$ cat src/rtl/peripheral_arbiter_wb_pkg.sv
//------------------------------------------------------------------------------
// Module   : peripheral_arbiter_wb_pkg
// Brief    : Shared types and Wishbone cycle-type constants for the arbiter.
// Revision : 1.0 - initial release
//------------------------------------------------------------------------------
`default_nettype none

package peripheral_arbiter_wb_pkg;

    typedef enum logic [1:0] {
        ST_IDLE  = 2'd0,
        ST_OWNED = 2'd1,
        ST_ABORT = 2'd2
    } arb_state_e;

    localparam logic [2:0] CTI_CLASSIC = 3'b000;
    localparam logic [2:0] CTI_CONST   = 3'b001;
    localparam logic [2:0] CTI_INCR    = 3'b010;
    localparam logic [2:0] CTI_EOB     = 3'b111;

    localparam logic [1:0] BTE_LINEAR  = 2'b00;

    // Up to eight masters, so a fixed 8-bit one-hot covers every configuration.
    function automatic logic [2:0] onehot_to_idx(input logic [7:0] oh);
        logic [2:0] w_idx;
        w_idx = '0;
        for (int i = 0; i < 8; i++) begin
            if (oh[i]) begin
                w_idx = 3'(i);
            end
        end
        return w_idx;
    endfunction

endpackage

`default_nettype wire

$ cat src/rtl/peripheral_arbiter_rr.sv
//------------------------------------------------------------------------------
// Module   : peripheral_arbiter_rr
// Brief    : Combinational round-robin picker: first requester after last owner.
// Revision : 1.0 - initial release
//------------------------------------------------------------------------------
`default_nettype none

module peripheral_arbiter_rr #(
    parameter int NUM_MASTERS = 2,
    parameter int IDX_W       = 1
) (
    input  logic [NUM_MASTERS-1:0] i_req,
    input  logic [IDX_W-1:0]       i_last_owner,
    output logic [NUM_MASTERS-1:0] o_grant
);

    logic [IDX_W-1:0] w_idx;

    // Scan starts one past the last owner so it is checked last.
    always_comb begin
        o_grant = '0;
        w_idx   = '0;
        for (int i = 1; i <= NUM_MASTERS; i++) begin
            w_idx = IDX_W'((int'(i_last_owner) + i) % NUM_MASTERS);
            if (i_req[w_idx] && (o_grant == '0)) begin
                o_grant[w_idx] = 1'b1;
            end
        end
    end

endmodule

`default_nettype wire

$ cat src/rtl/peripheral_arbiter_wb.sv
//------------------------------------------------------------------------------
// Module   : peripheral_arbiter_wb
// Brief    : N-master to 1-slave Wishbone arbiter, round-robin, with watchdog.
// Revision : 1.0 - initial release
//------------------------------------------------------------------------------
`default_nettype none

module peripheral_arbiter_wb
    import peripheral_arbiter_wb_pkg::*;
#(
    parameter int NUM_MASTERS = 2,
    parameter int AW          = 32,
    parameter int DW          = 32,
    parameter int TIMEOUT     = 255
) (
    input  logic                      wb_clk_i,
    input  logic                      wb_rst_i,
    input  logic [NUM_MASTERS*AW-1:0] m_adr_i,
    input  logic [NUM_MASTERS*DW-1:0] m_dat_i,
    input  logic [NUM_MASTERS*4-1:0]  m_sel_i,
    input  logic [NUM_MASTERS*3-1:0]  m_cti_i,
    input  logic [NUM_MASTERS*2-1:0]  m_bte_i,
    input  logic [NUM_MASTERS-1:0]    m_we_i,
    input  logic [NUM_MASTERS-1:0]    m_cyc_i,
    input  logic [NUM_MASTERS-1:0]    m_stb_i,
    output logic [DW-1:0]             m_dat_o,
    output logic [NUM_MASTERS-1:0]    m_ack_o,
    output logic [NUM_MASTERS-1:0]    m_err_o,
    output logic [NUM_MASTERS-1:0]    m_rty_o,
    output logic [AW-1:0]             s_adr_o,
    output logic [DW-1:0]             s_dat_o,
    output logic [3:0]                s_sel_o,
    output logic                      s_we_o,
    output logic                      s_cyc_o,
    output logic                      s_stb_o,
    output logic [2:0]                s_cti_o,
    output logic [1:0]                s_bte_o,
    input  logic [DW-1:0]             s_dat_i,
    input  logic                      s_ack_i,
    input  logic                      s_err_i,
    input  logic                      s_rty_i,
    output logic [NUM_MASTERS-1:0]    grant_o
);

    localparam int c_IDX_W  = $clog2(NUM_MASTERS);
    localparam int c_WDOG_W = (TIMEOUT > 0) ? $clog2(TIMEOUT + 1) : 1;
    localparam logic [c_WDOG_W-1:0] c_WDOG_LAST = c_WDOG_W'((TIMEOUT > 0) ? TIMEOUT - 1 : 0);

    arb_state_e               r_state, w_state_nxt;
    logic [c_IDX_W-1:0]       r_owner, w_owner_nxt;
    logic [c_IDX_W-1:0]       r_last_owner, w_last_owner_nxt;
    logic [NUM_MASTERS-1:0]   r_grant, w_grant_nxt;
    logic [c_WDOG_W-1:0]      r_wdog, w_wdog_nxt;
    logic                     r_err_pend, w_err_pend_nxt;
    logic [NUM_MASTERS-1:0]   w_rr_grant;

    peripheral_arbiter_rr #(
        .NUM_MASTERS (NUM_MASTERS),
        .IDX_W       (c_IDX_W)
    ) u_rr (
        .i_req        (m_cyc_i),
        .i_last_owner (r_last_owner),
        .o_grant      (w_rr_grant)
    );

    always_ff @(posedge wb_clk_i or negedge wb_rst_i) begin
        if (!wb_rst_i) begin
            r_state      <= ST_IDLE;
            r_owner      <= '0;
            r_last_owner <= c_IDX_W'(NUM_MASTERS - 1);
            r_grant      <= '0;
            r_wdog       <= '0;
            r_err_pend   <= 1'b0;
        end else begin
            r_state      <= w_state_nxt;
            r_owner      <= w_owner_nxt;
            r_last_owner <= w_last_owner_nxt;
            r_grant      <= w_grant_nxt;
            r_wdog       <= w_wdog_nxt;
            r_err_pend   <= w_err_pend_nxt;
        end
    end

    always_comb begin
        w_state_nxt      = r_state;
        w_owner_nxt      = r_owner;
        w_last_owner_nxt = r_last_owner;
        w_grant_nxt      = r_grant;
        w_wdog_nxt       = r_wdog;
        w_err_pend_nxt   = 1'b0;

        s_adr_o = '0;
        s_dat_o = '0;
        s_sel_o = '0;
        s_we_o  = 1'b0;
        s_cyc_o = 1'b0;
        s_stb_o = 1'b0;
        s_cti_o = '0;
        s_bte_o = '0;
        m_ack_o = '0;
        m_err_o = '0;
        m_rty_o = '0;

        case (r_state)
            ST_IDLE: begin
                if (|m_cyc_i) begin
                    w_state_nxt = ST_OWNED;
                    w_grant_nxt = w_rr_grant;
                    w_owner_nxt = c_IDX_W'(onehot_to_idx(8'(w_rr_grant)));
                    w_wdog_nxt  = '0;
                end
            end

            ST_OWNED: begin
                s_adr_o = m_adr_i[int'(r_owner)*AW +: AW];
                s_dat_o = m_dat_i[int'(r_owner)*DW +: DW];
                s_sel_o = m_sel_i[int'(r_owner)*4 +: 4];
                s_cti_o = m_cti_i[int'(r_owner)*3 +: 3];
                s_bte_o = m_bte_i[int'(r_owner)*2 +: 2];
                s_we_o  = m_we_i[r_owner];
                s_cyc_o = m_cyc_i[r_owner];
                s_stb_o = m_stb_i[r_owner];
                m_ack_o[r_owner] = s_ack_i;
                m_err_o[r_owner] = s_err_i;
                m_rty_o[r_owner] = s_rty_i;

                if (!m_cyc_i[r_owner]) begin
                    w_state_nxt      = ST_IDLE;
                    w_grant_nxt      = '0;
                    w_last_owner_nxt = r_owner;
                    w_wdog_nxt       = '0;
                end else if (s_ack_i || s_err_i || s_rty_i) begin
                    w_wdog_nxt = '0;
                end else if (m_stb_i[r_owner]) begin
                    w_wdog_nxt = r_wdog + 1'b1;
                    // Abort once the count reaches TIMEOUT stalled cycles.
                    if ((TIMEOUT != 0) && (r_wdog == c_WDOG_LAST)) begin
                        w_state_nxt    = ST_ABORT;
                        w_err_pend_nxt = 1'b1;
                    end
                end
            end

            ST_ABORT: begin
                m_err_o[r_owner] = r_err_pend;
                if (!m_cyc_i[r_owner]) begin
                    w_state_nxt      = ST_IDLE;
                    w_grant_nxt      = '0;
                    w_last_owner_nxt = r_owner;
                    w_wdog_nxt       = '0;
                end
            end

            default: begin
                w_state_nxt = ST_IDLE;
                w_grant_nxt = '0;
            end
        endcase
    end

    assign m_dat_o = s_dat_i;
    assign grant_o = r_grant;

endmodule

`default_nettype wire

$ cat config.mk
export PLATFORM = sky130hd
export DESIGN_NAME = peripheral_arbiter_wb
export DESIGN_NICKNAME = d
export VERILOG_FILES = /design/src/rtl/peripheral_arbiter_wb_pkg.sv /design/src/rtl/peripheral_arbiter_rr.sv /design/src/rtl/peripheral_arbiter_wb.sv
export SDC_FILE = /design/constraint.sdc
export NUM_CORES = 1
export LEC_CHECK = 0
export CELL_PAD_IN_SITES_DETAIL_PLACEMENT = 1
export CELL_PAD_IN_SITES_GLOBAL_PLACEMENT = 2
export CORE_ASPECT_RATIO = 1.2
export CORE_MARGIN = 5
export CORE_UTILIZATION = 10
export DETAILED_ROUTE_END_ITERATION = 8
export PLACE_DENSITY = 0.82
export SLEW_MARGIN = 20
export SYNTH_ARGS = -nofsm -noshare
export SYNTH_HDL_FRONTEND = slang
export SYNTH_HIERARCHICAL = 1
export SYNTH_SLANG_ARGS = --single-unit
$ cat constraint.sdc
create_clock -name wb_clk_i -period 2 [get_ports wb_clk_i]
set_clock_uncertainty 0.2 [all_clocks]
set_input_delay 0.2 -clock wb_clk_i [delete_from_list [all_inputs] [get_ports wb_clk_i]]
set_output_delay 0.2 -clock wb_clk_i [all_outputs]
set_load 0.01 [all_outputs]
# [Word-level counts from Yosys, hierarchy flattened]
# Cells that the tools add are included.
[classes] addsub=3 div=0 n_mul=1 eq_ne=10 n_shift=5 magnitude_cmp=6 bitwise=6 reduce_logical=16 mux=50
[ops] op="64-bit by 7-bit indexed part select with 32-bit output" count=2
[ops] op="32-bit 2-to-1 mux" count=2
[ops] op="8-bit 2-to-1 mux" count=5
[ops] op="2-bit 2-to-1 mux" count=12
[ops] op="8-bit one-hot mux with 3 select lines" count=1
[ops] op="1-bit 2-to-1 mux" count=22
[ops] op="3-bit inequality test, second input constant" count=3
[ops] op="8-bit by 1-bit adder with 8-bit output, second input constant" count=1
[ops] op="2-bit AND" count=4
[ops] op="8-bit == test, second input constant" count=1
[ops] op="2-bit one-hot mux with 2 select lines" count=2
[ops] op="8-bit by 4-bit indexed part select with 4-bit output" count=1
[ops] op="1-bit by 2-bit less-than comparator with 1-bit output, second input constant" count=3
[ops] op="2-bit inequality test, second input constant" count=3
[ops] op="2-bit one-hot mux with 3 select lines" count=1
[ops] op="2-bit AND reduction" count=3
[ops] op="6-bit by 4-bit indexed part select with 3-bit output" count=1
[ops] op="5-bit AND reduction" count=1
[ops] op="1-bit logical AND" count=4
[ops] op="2-bit zero test" count=2
[ops] op="4-bit 2-to-1 mux" count=1
[ops] op="4-bit inequality test, second input constant" count=1
[ops] op="4-bit AND reduction" count=1
[ops] op="2-bit OR reduction" count=2
[ops] op="other kinds (12)" count=18
[word_totals] mem_bits_rw=0 regBits=15 output_inout_bits=116 latch_bits=0 inputBits=189 elab_cells=103 rom_bits=0 memories=0

# [Depth between registers and ports, before layout]
# Gate-level depths: netlist of the first run.
[logic_depth] depth_word=11 mapped_depth=7 depth_no_buf=6

# [Modules after synthesis]
# The synthesis of the first run kept the hierarchy.
[by_module_without_submodules] mod="peripheral_arbiter_wb" cells_per_inst=303 area_each_um2=2314.7 instances=1 seq_area_each_um2=376.6
[by_module_without_submodules] mod="peripheral_arbiter_rr" cells_per_inst=3 area_each_um2=18.8 instances=1 seq_area_each_um2=0.0

# [Least setup slack after synthesis of the first run]
# Ideal clock, no wire load.
[synth_timing] path_type="reg2reg" startpoint="register r_owner" endpoint="register r_wdog[4]" n_path_buf=2 t_arrival_ns=1.906 t_required_ns=1.722 setup_ns=0.078 period_less_slack_ns=2.183 path_stages_with_launch=7 path_slack_ns=-0.183 cell_sequence="dfrtp_1 -> buf_6 -> mux2_4 -> a221o_1 -> buf_2 -> or4_1 -> a21oi_1"
[synth_between] elab_chain_len=4 elab_cells_between_ends=9 cone_classes="eq/ne (2); mux (6); reduce/logical (1)"
[synth_rtl] item="start, declared" line="peripheral_arbiter_wb.sv:50" text="logic [c_IDX_W-1:0] r_owner, w_owner_nxt;"
[synth_rtl] item="start signal, assigned" line="peripheral_arbiter_wb.sv:76" text="r_owner <= w_owner_nxt;"
[synth_rtl] item="1-bit 2-to-1 mux, on equally long branches (2 in series)" line="peripheral_arbiter_wb.sv:127, peripheral_arbiter_wb.sv:146, peripheral_arbiter_wb.sv:134"
[synth_rtl] item="4-bit inequality test (no source line), or another cell as far along"
[synth_rtl] item="4-bit AND reduction (no source line) / 8-bit one-hot mux with 3 select lines (equally long branches)"
[synth_rtl] item="end signal, assigned" line="peripheral_arbiter_wb.sv:79" text="r_wdog <= w_wdog_nxt;"
[synth_rtl] item="end, declared" line="peripheral_arbiter_wb.sv:53" text="logic [c_WDOG_W-1:0] r_wdog, w_wdog_nxt;"
# Several ways; a longest one is shown, not always the timed one. The select of a mux whose other input is x is not followed.
# A chain may end at the register's enable or synchronous reset.

# [Worst setup path after layout of the first run]
# Ends and elaborated chain as after synthesis.

==> results of run 1 <==
## flip-flops by register name, indices dropped and copies added (netlist names)
register	flops
grant_o	2
r_err_pend	1
r_last_owner	1
r_owner	1
r_state	2
r_wdog	8
## how the worst max path moves through the flow
stage / start / end / slack (ns) / cells past startpoint
global route: r_owner / r_wdog[5] / -0.24 / 4
detailed placement: m_cyc_i[0] / r_wdog[0] / -0.30 / 5
global placement: m_cyc_i[0] / r_wdog[1] / -0.26 / 5
floorplan: r_owner / r_wdog[0] / -0.04 / 6
CTS: r_owner / r_wdog[4] / -0.21 / 4
finish: r_owner / r_wdog[4] / -0.20 / 4
## layout by cell type (no fill, tap or decap), types with 3 or more instances in the layout
cell type / instances
clkdlybuf4s50_1: 158
nor2_1: 76
mux2i_1: 69
buf_2: 67
buf_4: 40
buf_6: 20
dfrtp_1: 13
clkbuf_2: 10
buf_12: 10
mux2i_2: 9
nor2_2: 7
inv_1: 6
mux2_4: 5
nand2_1: 5
o21ai_1: 4
o21bai_1: 4
ha_1: 4
clkbuf_16: 4
nand3_1: 3
a21oi_1: 3
nor3_1: 3
buf_16: 3
buf_8: 3
## power by group through the flow
stage	clock network (W)	logic (W)	registers, W
floorplan	0	0.00204	0.000406
global placement	0	0.00449	0.000447
detailed placement	0	0.00451	0.000448
CTS	0.000410	0.00487	0.000447
global route	0.000426	0.00563	0.000442
finish	0.000407	0.00522	0.000436
## synthesized netlist by cell type, types with 2 or more instances
cell / n / share of area [%]
a21oi_1: 5 / 1.1
mux2i_1: 80 / 34
a32o_1: 2 / 0.86
clkbuf_1: 15 / 2.4
nor3_1: 4 / 0.86
o21ai_0: 5 / 1.1
nand2_1: 7 / 1.1
nor4_1: 4 / 1.1
ha_1: 6 / 3.2
or3_1: 2 / 0.54
buf_1: 3 / 0.48
nand3_1: 3 / 0.64
mux2_2: 2 / 0.97
o21ai_1: 3 / 0.64
mux2_1: 3 / 1.4
inv_1: 8 / 1.3
a22o_1: 2 / 0.75
o21bai_1: 4 / 1.3
dfrtp_1: 14 / 15
buf_4: 32 / 10
nor2_1: 84 / 14
## per-layer routing
layer / track usage, % / vias up
met5: 0 / -
met4: 2.40 / 0
met3: 3.47 / 15
met2: 18.6 / 164
met1: 10.4 / 1521
li1: - / 1563
## worst max-delay path: stages (launching register included)
cell and delay (ns):
dfrtp_4 0.53, mux2_4 0.34, a221o_2 0.50, or4_4 0.44
a21oi_2 0.12
## through the flow
| stage | setup TNS, ns | utilization [%] | instance area, um^2 |
|---|---|---|---|
| after CTS | -3.99 | 23.6 | 5450 |
| after floorplan | -0.202 | - | 2340 |
| after global placement | -8.61 | 22.3 | 5150 |
| final | -3.23 | 24.4 | 5630 |
| after global routing | -6.32 | 24.4 | 5630 |
| after detailed placement | -9.14 | 22.3 | 5150 |
## cells by family (layout without fill, tap and decap cells)
| group | count (synthesis) | after routing | synth area share [%] |
|---|---|---|---|
| AO/OA/AOI/OAI | 28 | 29 | 8.10 |
| adder cells (fa/ha/maj) | 6 | 6 | 3.22 |
| buffers and inverters | 61 | 328 | 15.3 |
| flip-flops | 15 | 15 | 16.1 |
| multiplexers | 86 | 86 | 37.4 |
| AND/OR/NAND/NOR | 110 | 110 | 19.8 |
## final cells by class
type / count / area [um^2] / share of cell area, %
timing repair buffer: 315 / 2900 / 51.5
clock buffer: 4 / 78.8 / 1.40
multi-input combinational: 231 / 1830 / 32.6
sequential: 15 / 380 / 6.75
inverter: 9 / 46.3 / 0.822
tap: 315 / 394 / 7.00
## what timing repair did
action                                 in CTS  in global routing
pin swaps                                   7                 28
resized for setup                         276                141
endpoints found under the hold margin       0                  0
cloned                                      6                  1
buffers inserted                           13                 25
setup endpoints to repair                  90                 76
==> impl_metrics.ini, run 1 <==
[outcome]
status = finished, violations left
violations = negative setup slack

[grt]
gr-total-overflow = 0
grt_first_pass_wirelength_um = 20200
grt_pass1_vias = 3619
grt_use_total_pct = 9.88
grt_max_degree = 22
grt_antenna_before_repair = 0

[clock_tree]
cts_tree = yes
cts-root-buf = clkbuf_16
cts.sinks = 15
cts_made_buffers = 3
cts.clk_slew.worst_paths_ns = 0.05
ctsHoldBuffers = 0
clk-insertion-delay-late_ns = 0.25
htree_levels = 1
cts_max_path_buffers = 2

[sta]
fin_ws_ns = -0.197
hold_ws_ns = 0.0815
max_slew_margin_pct = 76.7
maxSlewViolCount = 0
fin_crit_ns = 2.20
max_freq_mhz = 455
finalCritPeriodShare_pct = 110
setup_viol = 41
rsz0062_at_grt = yes
worstMarginPinSlew_ns = 0.349
finalHoldViolCount = 0

[worst_setup_path]
r2r_start = r_owner
critical_path_class = flip-flop to flip-flop
ff2ff_setup_slack_ns = -0.20
cp.required_ns = 1.98
r2r-end = r_wdog[4]
start_kind = flip-flop
cp.arrival_ns = 2.18
ff2ff_path_depth = 4
cp_max_fo = 6
cp-end-kind = flip-flop

[die]
fp.dieW_um = 149
start_util_pct = 10.1
die_h_um = 177
boundaryPins = 305
rows = 61
core_mm2 = 0.0231
fp.dieArea_mm2 = 0.0265

[placed_design]
dp_hpwl_um = 11200
portBuffers = 240
gp_congestion = 0.740
dp_slack_ns = -0.302
place_inst = 844

[synth]
syn_area_mm2 = 0.00233
synthFlopType = dfrtp_1
async_reset_ff_share_pct = 100
synth-edff-count = 0
synth-seq-area-share_pct = 16.1
syn_inst = 306
ys_ff_latch = 15
yosys_warnings = 6
synth.distinct_cells = 39
synth.avg_cell_area_um2 = 7.63
syn-num-nets = 501

[routing]
drt-met1-wl_um = 5260
initialDrtViolationCount = 52
top_layer = met4
post_drt_wl_per_cell_um = 16.5
dr.pass1.iters = 4
wl_met3_um = 1340
via_per_inst = 3.67
drc = 0
antenna_left = 0
drt-total-wl_um = 14700
wl_met2_um = 7840
num_vias = 3263

[final_layout]
drive_gt1_share_pct = 36.2
layoutNonFillerInstCount = 889
layout.nets = 770
fill_cells = 2737
diodes = 0
area_growth_pct = 141

[pwr]
p_seq_share_pct = 7.2
p_clk_share_pct = 6.7
power.total_w = 0.00606
vdd_drop_max_mv = 0.365
power_frac_comb_pct = 86.1
power.density_mw_per_mm2 = 1080
p_switching_w = 0.00260
switching_share_pct = 42.8
p_leak_nw = 2.51
internal_power_w = 0.00347

[flow_run]
drv_cap = 0

[worst_hold_path]
hp-class = primary input to async pin
No activity file was read; power rests on OpenSTA's default activity.
==> run 2: changes to the inputs <==
CORE_AREA = 5 5 115 117   (was not set)
CORE_ASPECT_RATIO = not set   (was 1.2)
CORE_MARGIN = not set   (was 5)
CORE_UTILIZATION = not set   (was 10)
DIE_AREA = 0 0 120 122   (was not set)
DONT_BUFFER_PORTS = 1   (was not set)
PLACE_DENSITY = 0.66   (was 0.82)
==> impl_metrics.ini, run 2 (same netlist as run 1, synthesis figures left out) <==
[worst_setup_path]
cp.required_ns = 1.97
ff2ff_setup_slack_ns = -0.16
cp_top_family = compound AO/OA/AOI/OAI gates
critPathMaxStageDelay_ns = 0.48
start_kind = flip-flop
critPathBufInv = 0
cp.arrival_ns = 2.12
cp-end-kind = flip-flop
path_cells = mux2_4, a221o_2, or4_1, a21oi_1
cp_slowest_cell = dfrtp_4
critical_path_class = flip-flop to flip-flop
cp_max_fo = 5

[final_layout]
fill_cells = 1453
area_growth_pct = 29.3
drive_gt1_share_pct = 34.7
layout.nets = 496
fin_area_mm2 = 0.00302
layout_common_cells = 69 x mux2i_1, 53 x nor2_1, 28 x buf_4
largest_register_ffs = 8
diodes = 0
final_common_cell = mux2i_1
top_register = r_wdog
post-route-util_pct = 24.6

[sta]
fin_ws_ns = -0.159
maxSlewViolCount = 0
rsz0062_at_grt = yes
finalCritPeriodShare_pct = 108
max_freq_mhz = 463
fin_crit_ns = 2.16
finalHoldViolCount = 0
hold_ws_ns = 0.0804
setup_viol = 7
max_slew_margin_pct = 49.7
worstMarginPinSlew_ns = 0.753

[routing]
drt-total-wl_um = 10800
initialDrtViolationCount = 137
dr.pass1.iters = 4
via_per_inst = 4.97
post_drt_wl_per_cell_um = 23.9
antenna_left = 0
num_vias = 2237
drc = 0

[pwr]
switching_share_pct = 51.3
power.density_mw_per_mm2 = 1420
internal_power_w = 0.00209
p_seq_share_pct = 9.9
p_clk_share_pct = 9.4
power_frac_comb_pct = 80.7
p_leak_nw = 1.26
vdd_drop_max_mv = 0.536
p_switching_w = 0.00220
power.total_w = 0.00429

[placed_design]
portBuffers = 0
place_area_mm2 = 0.00247
dp_hpwl_um = 8100
gp_congestion = 0.720
dp_slack_ns = -0.139

[clock_tree]
cts.sinks = 15
cts.clk_slew.worst_paths_ns = 0.05
cts-root-buf = clkbuf_16
cts_tree = yes
cts_made_buffers = 3
htree_levels = 1
clk-insertion-delay-late_ns = 0.25
cts_max_path_buffers = 2

[die]
rows = 41
boundaryPins = 305
core_mm2 = 0.0123
start_util_pct = 19.0
fp.dieArea_mm2 = 0.0146
fp.dieW_um = 120
die_h_um = 122

[grt]
grt_first_pass_wirelength_um = 14200
grt_antenna_before_repair = 0
gr-total-overflow = 0
grt_max_degree = 40
grt_use_total_pct = 12.6
grt_pass1_vias = 2332

[worst_hold_path]
hp-class = primary input to flip-flop

[flow_run]
drv_cap = 0

[outcome]
status = finished, violations left
violations = negative setup slack
## run 2: cell count changes in the layout (fill, tap and decap cells not counted), moves of 3 or more
| cell | previous run | this run |
|---|---|---|
| clkdlybuf4s50_1 | 158 | 0 |
| nor2_4 | 1 | 6 |
| nor2_2 | 7 | 25 |
| buf_2 | 67 | 0 |
| nor2_1 | 76 | 53 |
| buf_8 | 3 | 0 |
| buf_6 | 20 | 1 |
| clkbuf_2 | 10 | 0 |
| dlygate4sd3_1 | 0 | 3 |
| buf_12 | 10 | 4 |
| buf_4 | 40 | 28 |
## run 2: final cells by class
class / count / area, um^2 / share of cell area [%]
Tap cell: 150 / 188 / 6.22
Clock buffer: 3 / 75.1 / 2.49
Timing Repair Buffer: 41 / 464 / 15.4
Inverter: 9 / 36.3 / 1.20
Sequential cell: 15 / 380 / 12.6
Clock inverter: 1 / 5.00 / 0.166
Multi-Input combinational cell: 231 / 1870 / 61.9
## run 2: metal layers
| metal | track usage (%) | vias to the layer above | routed length [um] |
|---|---|---|---|
| met5 | 0 | - | 0 |
| met3 | 3.25 | 4 | 887 |
| li1 | - | 1010 | - |
| met4 | 2.15 | 0 | 59 |
| met2 | 21.0 | 129 | 5420 |
| met1 | 16.7 | 1094 | 4400 |
## run 2: worst paths after layout
path,from,endpoint,cells after the start
min,m_cyc_i[1],r_owner,2
min reg2reg,r_last_owner,r_last_owner,2
max in group asynchronous,wb_rst_i,r_owner,1
max,r_owner,r_wdog[4],4
min in group asynchronous,wb_rst_i,r_wdog[3],1
max reg2reg,r_owner,r_wdog[4],4
## run 2: power by group through the flow
stage / combinational, W / clock [W] / sequential, W
4_1_cts: 0.00321 / 0.000406 / 0.000419
5_1_grt: 0.00370 / 0.000420 / 0.000429
2_1_floorplan: 0.00204 / 0 / 0.000406
6_report: 0.00346 / 0.000403 / 0.000423
3_3_place_gp: 0.00263 / 0 / 0.000421
3_5_place_dp: 0.00269 / 0 / 0.000428
## run 2: what timing repair did
| action | 4_1_cts | 5_1_grt |
|---|---|---|
| endpoints found under the setup margin | 78 | 50 |
| gates resized for setup | 56 | 28 |
| cloned | 3 | 2 |
| hold buffers | 3 | 0 |
| pin swaps | 3 | 4 |
| endpoints found under the hold margin | 16 | 0 |
| setup buffers | 1 | 2 |
## run 2: worst reg2reg max path: stages (launching register included)
cell,delay [ns]
dfrtp_4,0.48
mux2_4,0.33
a221o_2,0.46
or4_1,0.44
a21oi_1,0.16
## run 2: metrics by stage
| step | instances | setup TNS [ns] |
|---|---|---|
| after floorplan | 306 | -0.202 |
| after global routing | 450 | -0.890 |
| after global placement | 436 | -0.362 |
| after CTS | 447 | -0.498 |
| final | 450 | -0.486 |
| after detailed placement | 436 | -0.635 |
